`src/rtl/machina_pkg.sv`:
```
// Shared definitions for the accumulate datapath: state encoding and default widths.
package machina_pkg;

    typedef enum logic [0:0] {
        ACC = 1'b0,
        OUT = 1'b1
    } acc_state_e;

    localparam int ARGW_DEFAULT = 32;
    localparam int RESW_DEFAULT = 32;
    localparam int N_DEFAULT    = 4;

endpackage

```
`src/rtl/saturate_add.sv`:
```
// Combinational signed adder that clamps to the representable range and flags the clamp.
module saturate_add #(
    parameter int RESW = 32
) (
    input  logic signed [RESW-1:0] a,
    input  logic signed [RESW-1:0] b,
    output logic signed [RESW-1:0] sum,
    output logic                   overflow
);

    localparam logic signed [RESW-1:0] MAXV = {1'b0, {(RESW-1){1'b1}}};
    localparam logic signed [RESW-1:0] MINV = {1'b1, {(RESW-1){1'b0}}};

    logic signed [RESW-1:0] raw;

    always_comb begin
        raw      = a + b;
        // Overflow only when both operands share a sign the wrapped result lost.
        overflow = (a[RESW-1] == b[RESW-1]) && (raw[RESW-1] != a[RESW-1]);
        sum      = overflow ? (a[RESW-1] ? MINV : MAXV) : raw;
    end

endmodule

```
`src/rtl/accumulate.sv`:
```
// Collects up to N signed terms into a saturating sum, then holds the result until consumed.
module accumulate
    import machina_pkg::*;
#(
    parameter int ARGW = ARGW_DEFAULT,
    parameter int RESW = RESW_DEFAULT,
    parameter int N    = N_DEFAULT
) (
    input  logic                   clk,
    input  logic                   rst_n,
    input  logic                   arg_valid,
    input  logic signed [ARGW-1:0] arg_data,
    input  logic                   arg_last,
    output logic                   arg_ready,
    output logic                   res_valid,
    output logic signed [RESW-1:0] res_data,
    output logic                   res_sat,
    input  logic                   res_ready
);

    localparam int CW = $clog2(N + 1);

    acc_state_e             state_reg;
    logic [CW-1:0]          cnt_reg;
    logic signed [RESW-1:0] sum_reg;
    logic                   sat_reg;

    logic                   accept;
    logic                   close_sum;
    logic signed [RESW-1:0] term_ext;
    logic signed [RESW-1:0] add_sum;
    logic                   add_ovf;

    assign term_ext  = RESW'(arg_data);
    assign arg_ready = (state_reg == ACC);
    assign res_valid = (state_reg == OUT);
    assign accept    = arg_valid && arg_ready;
    // The Nth term and an early arg_last close the same sum, so only one result results.
    assign close_sum = arg_last || (cnt_reg == CW'(N - 1));

    // The held sum doubles as the result register; it is frozen while in OUT.
    assign res_data  = sum_reg;
    assign res_sat   = sat_reg;

    saturate_add #(
        .RESW(RESW)
    ) u_saturate_add (
        .a       (sum_reg),
        .b       (term_ext),
        .sum     (add_sum),
        .overflow(add_ovf)
    );

    always_ff @(posedge clk or negedge rst_n) begin
        if (!rst_n) begin
            state_reg <= ACC;
            cnt_reg   <= '0;
            sum_reg   <= '0;
            sat_reg   <= 1'b0;
        end else begin
            case (state_reg)
                ACC: begin
                    if (accept) begin
                        sum_reg <= add_sum;
                        sat_reg <= sat_reg | add_ovf;
                        cnt_reg <= cnt_reg + 1'b1;
                        if (close_sum) begin
                            state_reg <= OUT;
                        end
                    end
                end
                OUT: begin
                    if (res_ready) begin
                        state_reg <= ACC;
                        cnt_reg   <= '0;
                        sum_reg   <= '0;
                        sat_reg   <= 1'b0;
                    end
                end
                default: state_reg <= ACC;
            endcase
        end
    end

endmodule

```
`config.mk`:
```
export PLATFORM = sky130hd
export DESIGN_NAME = accumulate
export DESIGN_NICKNAME = d
export VERILOG_FILES = /design/src/rtl/machina_pkg.sv /design/src/rtl/saturate_add.sv /design/src/rtl/accumulate.sv
export SDC_FILE = /design/constraint.sdc
export NUM_CORES = 1
export LEC_CHECK = 0
export ABC_AREA = 1
export CAP_MARGIN = 20
export CELL_PAD_IN_SITES_DETAIL_PLACEMENT = 0
export CELL_PAD_IN_SITES_GLOBAL_PLACEMENT = 1
export CORE_MARGIN = 4
export CORE_UTILIZATION = 26
export DETAILED_ROUTE_END_ITERATION = 10
export MAX_ROUTING_LAYER = met4
export PLACE_DENSITY = 0.64
export SLEW_MARGIN = 0
export SYNTH_ARGS = -nofsm -noshare
export SYNTH_HDL_FRONTEND = slang
export SYNTH_SLANG_ARGS = --single-unit
```
`constraint.sdc`:
```
create_clock -name clk -period 3.06 [get_ports clk]
set_input_delay 0.306 -clock clk [delete_from_list [all_inputs] [get_ports clk]]
set_output_delay 0.306 -clock clk [all_outputs]
set_load 0.02 [all_outputs]
```
Yosys cells after proc, flatten, opt, wreduce, memory -nomap -nowiden
Cells that the tools add are included.
{"block": "totals", "mem_bits_rw": 0, "latchBits": 0, "ff_bits": 37, "output_inout_bits": 35, "romBits": 0, "n_memories": 0, "wordCells": 32}
{"block": "op_classes", "n_bitwise": 2, "mux": 15, "add_sub_neg": 2, "n_reduce_logical": 4, "mul": 0, "order_cmp": 0, "n_shift": 0, "div_mod_pow": 0, "n_eq_ne": 5}
{"operator": "$mux 32", "n": 4}
{"operator": "$pmux 32 s2", "n": 1}
{"operator": "$add 32x32->32", "n": 1}
{"operator": "$mux 3", "n": 2}
{"operator": "$pmux 3 s2", "n": 1}
{"operator": "$mux 1", "n": 5}
{"operator": "$pmux 1 s2", "n": 2}
{"operator": "$add 3x1->3 const B", "n": 1}
{"operator": "$eq 3x2->1 const B", "n": 1}
{"operator": "$logic_and 1x1->1", "n": 2}
{"operator": "$ne 2x1->1 const B", "n": 1}
{"operator": "$ne 2x2->1 const B", "n": 1}
{"operator": "$reduce_and 2->1", "n": 1}
{"operator": "$eq 1x1->1", "n": 1}
{"operator": "$logic_or 1x1->1", "n": 1}
{"operator": "$ne 1x1->1", "n": 1}
{"operator": "$not 1->1", "n": 1}
{"operator": "$or 1x1->1", "n": 1}

Logic depth before layout (Yosys ltp)
Gate-level depths: netlist (run 1).
{"block": "depth", "ltp_word": 6, "depth_mapped": 17}

Cells and area by module
A second synthesis (run 1) with hierarchy kept.
{"block": "hier_totals", "hier_cells": 719, "hier_area_um2": 4267.8}
{"module": "saturate_add", "cells_per_inst": 551, "area_per_inst_um2": 2726.4, "n_inst": 1, "seq_area_each_um2": 0.0}
{"module": "accumulate", "cells_per_inst": 168, "area_per_inst_um2": 1541.5, "n_inst": 1, "seq_area_each_um2": 925.9}

Least setup slack after synthesis (run 1)
OpenSTA, ideal clock, no wires.
{"block": "synth_timing", "kind": "flip-flop to flip-flop", "from": "register sum_reg[0], in the netlist res_data[0]", "to": "register sum_reg[28], in the netlist res_data[28]", "t_required_ns": 2.944, "arrival_ns": 2.004, "setup_slack_ns": 0.940, "setup_time_ns": 0.116, "path_stages_with_launch": 18, "path_cell_list": "dfrtp_1 -> ha_1 -> inv_1 -> fa_1 -> inv_1 -> nand3_1 -> nand3_1 -> nand2_1 -> nand2_1 -> nand2_1 -> nand2_1 -> nand2_1 -> nand2_1 -> nand2_1 -> nand2_1 -> nand2_2 -> nand2_1 -> nand2_1"}
{"block": "synth_between", "elab_chain_cells": 6}
{"item": "start: declaration", "line_no": "accumulate.sv:25", "rtl": "logic signed [RESW-1:0] sum_reg;"}
{"item": "start signal: assignment", "line_no": "accumulate.sv:64", "rtl": "sum_reg <= add_sum;"}
{"item": "$add 32x32->32 *", "line_no": "saturate_add.sv:17", "rtl": "raw = a + b;"}
{"item": "$ne 1x1->1", "line_no": "saturate_add.sv:19", "rtl": "overflow = (a[RESW-1] == b[RESW-1]) && (raw[RESW-1] != a[RESW-1]);"}
{"item": "$logic_and 1x1->1", "line_no": "saturate_add.sv:19"}
{"item": "$mux 32 *", "line_no": "saturate_add.sv:20", "rtl": "sum = overflow ? (a[RESW-1] ? MINV : MAXV) : raw;"}
{"item": "$mux 32 *", "line_no": "accumulate.sv:63", "rtl": "if (accept) begin"}
{"item": "$pmux 32 s2 *", "line_no": "accumulate.sv:61", "rtl": "case (state_reg)"}
Mark *: on every way between the ends. The rest lies on a longest branch, timed or not. The select of a mux whose other input is x is not followed.
A chain may end at the register's enable or synchronous reset.

Worst setup path in the final report (run 1)
{"block": "layout_timing", "from": "input port arg_data[18]", "to": "register sum_reg[29], in the netlist res_data[29]"}
{"block": "layout_between", "elab_chain_cells": 6}
{"item": "start: declaration", "line_no": "accumulate.sv:12", "rtl": "input logic signed [ARGW-1:0] arg_data,"}
{"item": "$add 32x32->32 *", "line_no": "saturate_add.sv:17"}
{"item": "$ne 1x1->1", "line_no": "saturate_add.sv:19"}
{"item": "$logic_and 1x1->1", "line_no": "saturate_add.sv:19"}
{"item": "$mux 32 *", "line_no": "saturate_add.sv:20"}
{"item": "$mux 32 *", "line_no": "accumulate.sv:63"}
{"item": "$pmux 32 s2 *", "line_no": "accumulate.sv:61"}
Marked as above.

==> metrics.md, run 1 <==
| Metric | Value |
|---|---|
| Top cells by area, synth | nand2_1 (28%), dfrtp_1 (23%), ha_1 (10%) |
| Fin Setup TNS | 0 ns |
| Asr flop ratio synth | 1.00 |
| Adder-cell area share of the yosys netlist | 0.109 |
| Seq pwr share | 0.173 |
| Crit Path Category | in -> reg |
| CTS tree | yes |
| Crit end category | register |
| Slew Limit Fails | 0 |
| DR DRC count | 0 |
| Boundary Pins | 72 |
| Yosys top cell by area | nand2_1 |
| Fin. Hold Viols | 0 |
| Post-Syn Instances | 643 |
| Layout Skew | 0.00829 ns |
| Layer with the highest usage | met2 |
| CTS clock-pin slew for the worst setup and hold paths | 0.06 ns |
| Outcome | finished, final reports clean |
| Worst path required time | 3.25 ns |
| Main flop type after synthesis | dfrtp_1 |
| Grt met2 use | 0.242 |
| Clk pwr share | 0.126 |
| Post-synthesis sequential area ratio | 0.232 |
| GP Congestion | 0.893 |
| Post-synth top area share | 0.276 |
| WL/cell | 13.6 um |
| FF+latch count, synth | 37 |
| Max stage delay on crit path | 0.41 ns |
| Pwr Total | 5.09 mW |
| Slowest cell on the critical path | clkdlybuf4s50_1 |
| Clock sink count | 37 |
| Rel. slew slack | 0.372 |
| Fmax | 0.409 GHz |
| Mean Syn Cell Area | 6.19 sq um |
| Max Cap Viol | 0 |
| HP Class | in -> async |
| Layout cells sized above 1 | 0.0904 |
| Critical Path AT | 2.64 ns |
| RSZ-0062 raised after global routing | false |
| Synthesized cell area | 3980 sq um |
| Resized Gates After CTS | 0 |
| Inserted Diodes | 0 |
| CTS root buf | clkbuf_16 |
| Post-place setup slack | 0.259 ns |
| Initial DRT Pass Iterations | 4 |
| Leakage Power | 2.79 nW |
| Setup WS post-layout | 0.615 ns |
| Filler cells | 1662 |
| Vias | 3973 |
| Core area | 14800 sq um |
| Xor/xnor share of the synthesized area | 0.0330 |
| Measured slew at the worst slew-check pin | 0.942 ns |
| CP Max Fanout | 18 |
| Most common cell in the synthesized netlist | nand2_1 |
| Compound-Gate Fraction of Synth Area | 0.0701 |
| Die X-Extent | 132 um |
| Placement Rows | 44 |
| Number of global-route vias before repair | 4172 |
| Setup violations, final | 0 |
| Largest family of logic cells by synthesized area | simple AND/OR/NAND/NOR gates |
| Die ar. | 17400 sq um |
| NetSw | 2.56 mW |
| Final WL | 12.3 mm |
| Max FFs per register | 32 |
| DIE HEIGHT | 132 um |
| First-pass GRT wire length | 20.6 mm |
| Post-DP HPWL | 10.0 mm |
| Top post-synthesis cells by count | nand2_1 (293), inv_1 (83), nor2_1 (44), dfrtp_1 (37), nand2_2 (36) |
| Iter 0 DRT Violations | 226 |
| Final layout net count | 789 |
| CP most frequent cell | nand2_1 |
| Via-per-instance ratio | 4.40 |
| Setup crit start kind | primary input |
| GRT Resource Usage Total | 0.149 |
| Cell variety after synth | 36 |
| Antenna violations before repair | 0 |
| Postcts setup bufs | 0 |
| Multi-input gate area | 2630 sq um |
| Period utilisation layout | 0.799 |
| EDFF count, synth | 0 |
| Met3 Resource Use GR | 0.0313 |
| H-tree Lvls | 2 |
| Register Area | 926 sq um |
| Hold WS | 0.157 ns |
| TritonCTS buffer count | 5 |
| GRT overflow | 0 |
| Pin count of the biggest net entering global routing | 38 |
| Clock Latency Late Sink | 0.30 ns |
| P_int | 2.52 mW |
| YS warnings | 0 |
| PD cells | 1010 nW/um^2 |
| Starting Density | 0.270 |
| IO buf count | 71 |
| Worst path cell trace | clkdlybuf4s50_1, ha_1, a21oi_1, nand2_1, nand2_1, nand2_1, a21oi_4, nand3_2, nand3_4, buf_4, nand2_1, nand2_1, nand2_1 |
| Hold-fix buffers, CTS | 0 |
| Post-synthesis mux area share | 0 |
| Layout area overhead | 26.4% |
| Routing usage on met1 | 0.195 |
| Comb power frac | 0.701 |
| Final min period | 2.44 ns |
| Simple-Gate Fraction of Synth Area | 0.448 |
| Synth Net Count | 714 |
| Max Root-Sink Buffers | 2 |
| Switching Share | 0.504 |
| Max VDD drop | 0.000338 V |
| Antenna Violating Nets Remaining | 0 |
-- routing by layer --
layer  wire [um]  share of wire
met4          92         0.0075
met5           0              0
met1        6180           0.50
met3         504          0.041
met2        5500           0.45
-- final timing paths --
kind | cells after the start | from | slack (ns) | endpoint
min in group clk | 2 | cnt_reg[2] | 0.49 | cnt_reg[2]
max in group asynchronous | 1 | rst_n | 2.32 | res_data[7]
max | 13 | arg_data[18] | 0.62 | res_data[29]
max reg2reg | 12 | res_data[18] | 0.64 | res_data[29]
min | 1 | rst_n | 0.16 | res_data[18]
min reg2reg | 2 | cnt_reg[2] | 0.49 | cnt_reg[2]
-- through the flow --
stage	cells	util	instance area, sq um
2_1_floorplan	643	-	3980
3_3_place_gp	895	0.329	4860
3_5_place_dp	895	0.329	4860
4_1_cts	903	0.341	5030
5_1_grt	903	0.341	5030
6_report	903	0.341	5030
-- kinds of logic (layout without fill, tap and decap cells) --
kind of cell,Yosys count,in the layout
simple gates,416,416
xor+xnor,15,15
compound gates,46,46
buf+inv,95,171
flops,37,37
fa+ha+maj,34,34
-- cell usage in the layout, fill, tap and decap left out, types with 2 or more instances in the layout --
cell	Yosys	final
a21oi_2	2	2
nor2_1	44	43
inv_2	3	3
ha_1	33	33
xnor2_1	13	13
nand3b_1	10	10
nor3_1	3	3
a21oi_1	24	24
inv_1	83	83
and2_1	2	2
o21bai_1	4	4
nor2_2	1	2
nand2_4	3	3
dfrtp_1	37	37
nand2_2	36	36
nand4_1	3	3
nand2_1	293	293
a21o_1	3	3
buf_4	0	6
nand3_1	15	15
o21ai_0	8	8
xor2_1	2	2
clkdlybuf4s50_1	0	70
clkbuf_16	0	5
-- critical path, delay by kind of cell --
kind | cells | cell delay, ns
and+or+nand+nor | 8 | 0.77
AOI/OAI and AO/OA | 2 | 0.47
adders and majority gates | 1 | 0.36
buffers and inverters | 2 | 0.72
-- final cells by class --
| class | instances | share of cell area |
|---|---|---|
| clock buffers | 7 | 0.0283 |
| clock inverters | 1 | 0.00597 |
| inverters | 86 | 0.0641 |
| multi-input cells | 511 | 0.523 |
| flip-flops and latches | 37 | 0.184 |
| well taps | 184 | 0.0457 |
| repair buffers | 77 | 0.149 |
-- power by group through the flow --
stage	Sequential (mW)	Combinational [mW]	Clock, mW
after floorplan	1.09	2.38	0
after global placement	0.889	3.60	0
after detailed placement	0.890	3.60	0
after CTS	0.884	3.62	0.669
after global routing	0.913	4.03	0.682
final	0.879	3.56	0.643
Note: power is estimated with default switching activity, not from simulation.
==> inputs of run 2 (changes only) <==
==> constraint.sdc (replaced) <==
create_clock -name clk -period 2.3 [get_ports clk]
set_input_delay 0.23 -clock clk [delete_from_list [all_inputs] [get_ports clk]]
set_output_delay 0.23 -clock clk [all_outputs]
set_load 0.02 [all_outputs]
==> metrics.md, run 2 (synthesis results as in run 1) <==
| Metric | Value |
|---|---|
| Outcome | finished, final reports clean |
| Antenna Violating Nets Remaining | 0 (unchanged) |
| Most frequent cells in the layout | nand2_1 (288), buf_4 (92), inv_1 (83), clkdlybuf4s50_1 (70), nand2_2 (41) |
| Max VDD drop | 0.000527 V (+56%) |
| Boundary Pins | 72 (unchanged) |
| Pwr Total | 7.73 mW (+52%) |
| Final Non-Filler Cells | 994 (+10%) |
| Setup violations, final | 0 (unchanged) |
| Worst path required time | 2.53 ns (-0.72 ns) |
| IO buf count | 71 (unchanged) |
| Antenna violations before repair | 0 (unchanged) |
| Worst reg2reg path endpoint | res_sat |
| Post-route design area | 5810 sq um (+15%) |
| HP Class | in -> async |
| Reg2reg setup slack | 0.14 ns (-0.50 ns) |
| Post-DP HPWL | 10.6 mm (+5.2%) |
| GRT Resource Usage Total | 0.156 (+0.00686) |
| WL/cell | 12.8 um (-5.8%) |
| Placement Rows | 44 (unchanged) |
| Initial DRT Pass Iterations | 4 (unchanged) |
| PD cells | 1330 nW/um^2 (+32%) |
| Most common cell after layout, fill and taps aside | nand2_1 |
| Critical Path AT | 2.39 ns (-0.25 ns) |
| Layout area overhead | 45.8% |
| Final core utilization | 0.393 (+0.0523) |
| Via-per-instance ratio | 4.25 (-3.3%) |
| Core area | 14800 sq um (unchanged) |
| Fmax | 0.463 GHz |
| Final min period | 2.16 ns |
| Filler cells | 1589 (-4.4%) |
| Slew Limit Fails | 0 (unchanged) |
| Die ar. | 17400 sq um (unchanged) |
| Fin. Hold Viols | 0 (unchanged) |
| Number of global-route vias before repair | 4345 (+4.1%) |
| CTS clock-pin slew for the worst setup and hold paths | 0.07 ns (about the same) |
| Vias | 4228 (+6.4%) |
| Clock Latency Late Sink | 0.30 ns (about the same) |
| Register-to-Register Path Depth | 12 (unchanged) |
| Clock sink count | 37 (unchanged) |
| GP Congestion | 0.913 (+2.3%) |
| CP Max Fanout | 17 (-1) |
| Layout cells sized above 1 | 0.209 (+0.118) |
| Inserted Diodes | 0 (unchanged) |
| CTS tree | yes |
| Final WL | 12.7 mm (+3.7%) |
| H-tree Lvls | 2 (unchanged) |
| Crit Path Category | reg -> reg |
| Iter 0 DRT Violations | 180 (-20%) |
| Max Cap Viol | 0 (unchanged) |
| Layout Skew | 0.00781 ns (-0.000485 ns) |
| GRT overflow | 0 (unchanged) |
| Crit end category | register |
| TritonCTS buffer count | 5 (unchanged) |
| Period utilisation layout | 0.939 |
| DR DRC count | 0 (unchanged) |
| CTS root buf | clkbuf_16 |
| DP Area | 5580 sq um (+15%) |
| Rel. slew slack | 0.654 (+0.282) |
| DIE HEIGHT | 132 um (unchanged) |
| Setup crit start kind | register |
| First-pass GRT wire length | 21.6 mm (+5.2%) |
| Dpl cells | 984 (+9.9%) |
| Final layout net count | 880 (+12%) |
| Starting Density | 0.270 (unchanged) |
| Pin count of the biggest net entering global routing | 21 (-45%) |
| Die X-Extent | 132 um (unchanged) |
| Reg2reg start | res_data[20] |
| Measured slew at the worst slew-check pin | 0.519 ns (-0.422 ns) |
| RSZ-0062 raised after global routing | false |
| Max Root-Sink Buffers | 2 (unchanged) |
| Leakage Power | 3.25 nW (+17%) |
| Max FFs per register | 32 (unchanged) |
[run 2: how the worst max path moves through the flow]
stage	cells after the start	endpoint	start	slack (ns)
after global placement	18	res_data[28]	arg_data[0]	-0.18
final	12	res_sat	res_data[20]	0.14
after CTS	12	res_data[17]	res_data[18]	0.08
after floorplan	17	res_data[28]	res_data[0]	0.18
after global routing	12	res_data[12]	res_data[22]	0.0002
after detailed placement	18	res_data[28]	arg_data[0]	-0.21
[run 2: metrics by stage]
stage,hold slack (ns),setup TNS [ns],worst slack (ns)
global placement,0.237,-3.86,-0.177
global route,0.496,0,0.000230
floorplan,-0.0656,0,0.180
CTS,0.467,0,0.0842
finish,0.444,0,0.140
detailed placement,0.244,-4.59,-0.211
[run 2: final cells by class]
type	count	area, sq um	area share
Multi-Input combinational cell	511	2670	0.460
Timing Repair Buffer	168	1490	0.256
Sequential cell	37	926	0.159
Inverter	86	323	0.0556
Tap cell	184	230	0.0397
Clock buffer	5	125	0.0216
Clock inverter	3	46.3	0.00797
[run 2: what timing repair did]
action / CTS / global route
setup buffers: 0 / 1
hold buffers: 1 / 0
hold endpoints to repair: 19 / 0
resized for setup: 0 / 13
endpoints found under the setup margin: 0 / 32
[run 2: report_power, final]
part           internal (mW)  total, mW  leakage, nW  switching, mW
sequential             0.934       1.17        0.472          0.239
clock                  0.514      0.833       0.0800          0.319
combinational           2.68       5.72         2.69           3.05
total                   4.12       7.73         3.25           3.60
[run 2: per-layer routing]
metal	up-vias	global-route usage	routed length, um
met5	-	-	0
li1	2299	-	-
met1	1856	0.207	6470
met3	12	0.0279	415
met2	61	0.245	5630
met4	0	0.0438	218
[run 2: critical path, stage by stage, from the launching register on]
cell and delay (ns):
dfrtp_1 0.43, ha_1 0.33, nand2_1 0.08, nand2_1 0.08, a21oi_2 0.18, nand2_2 0.11
a21oi_4 0.22, nand2_4 0.08, nand2_2 0.08, nand3_4 0.09, buf_12 0.18, buf_4 0.14
a21boi_2 0.10
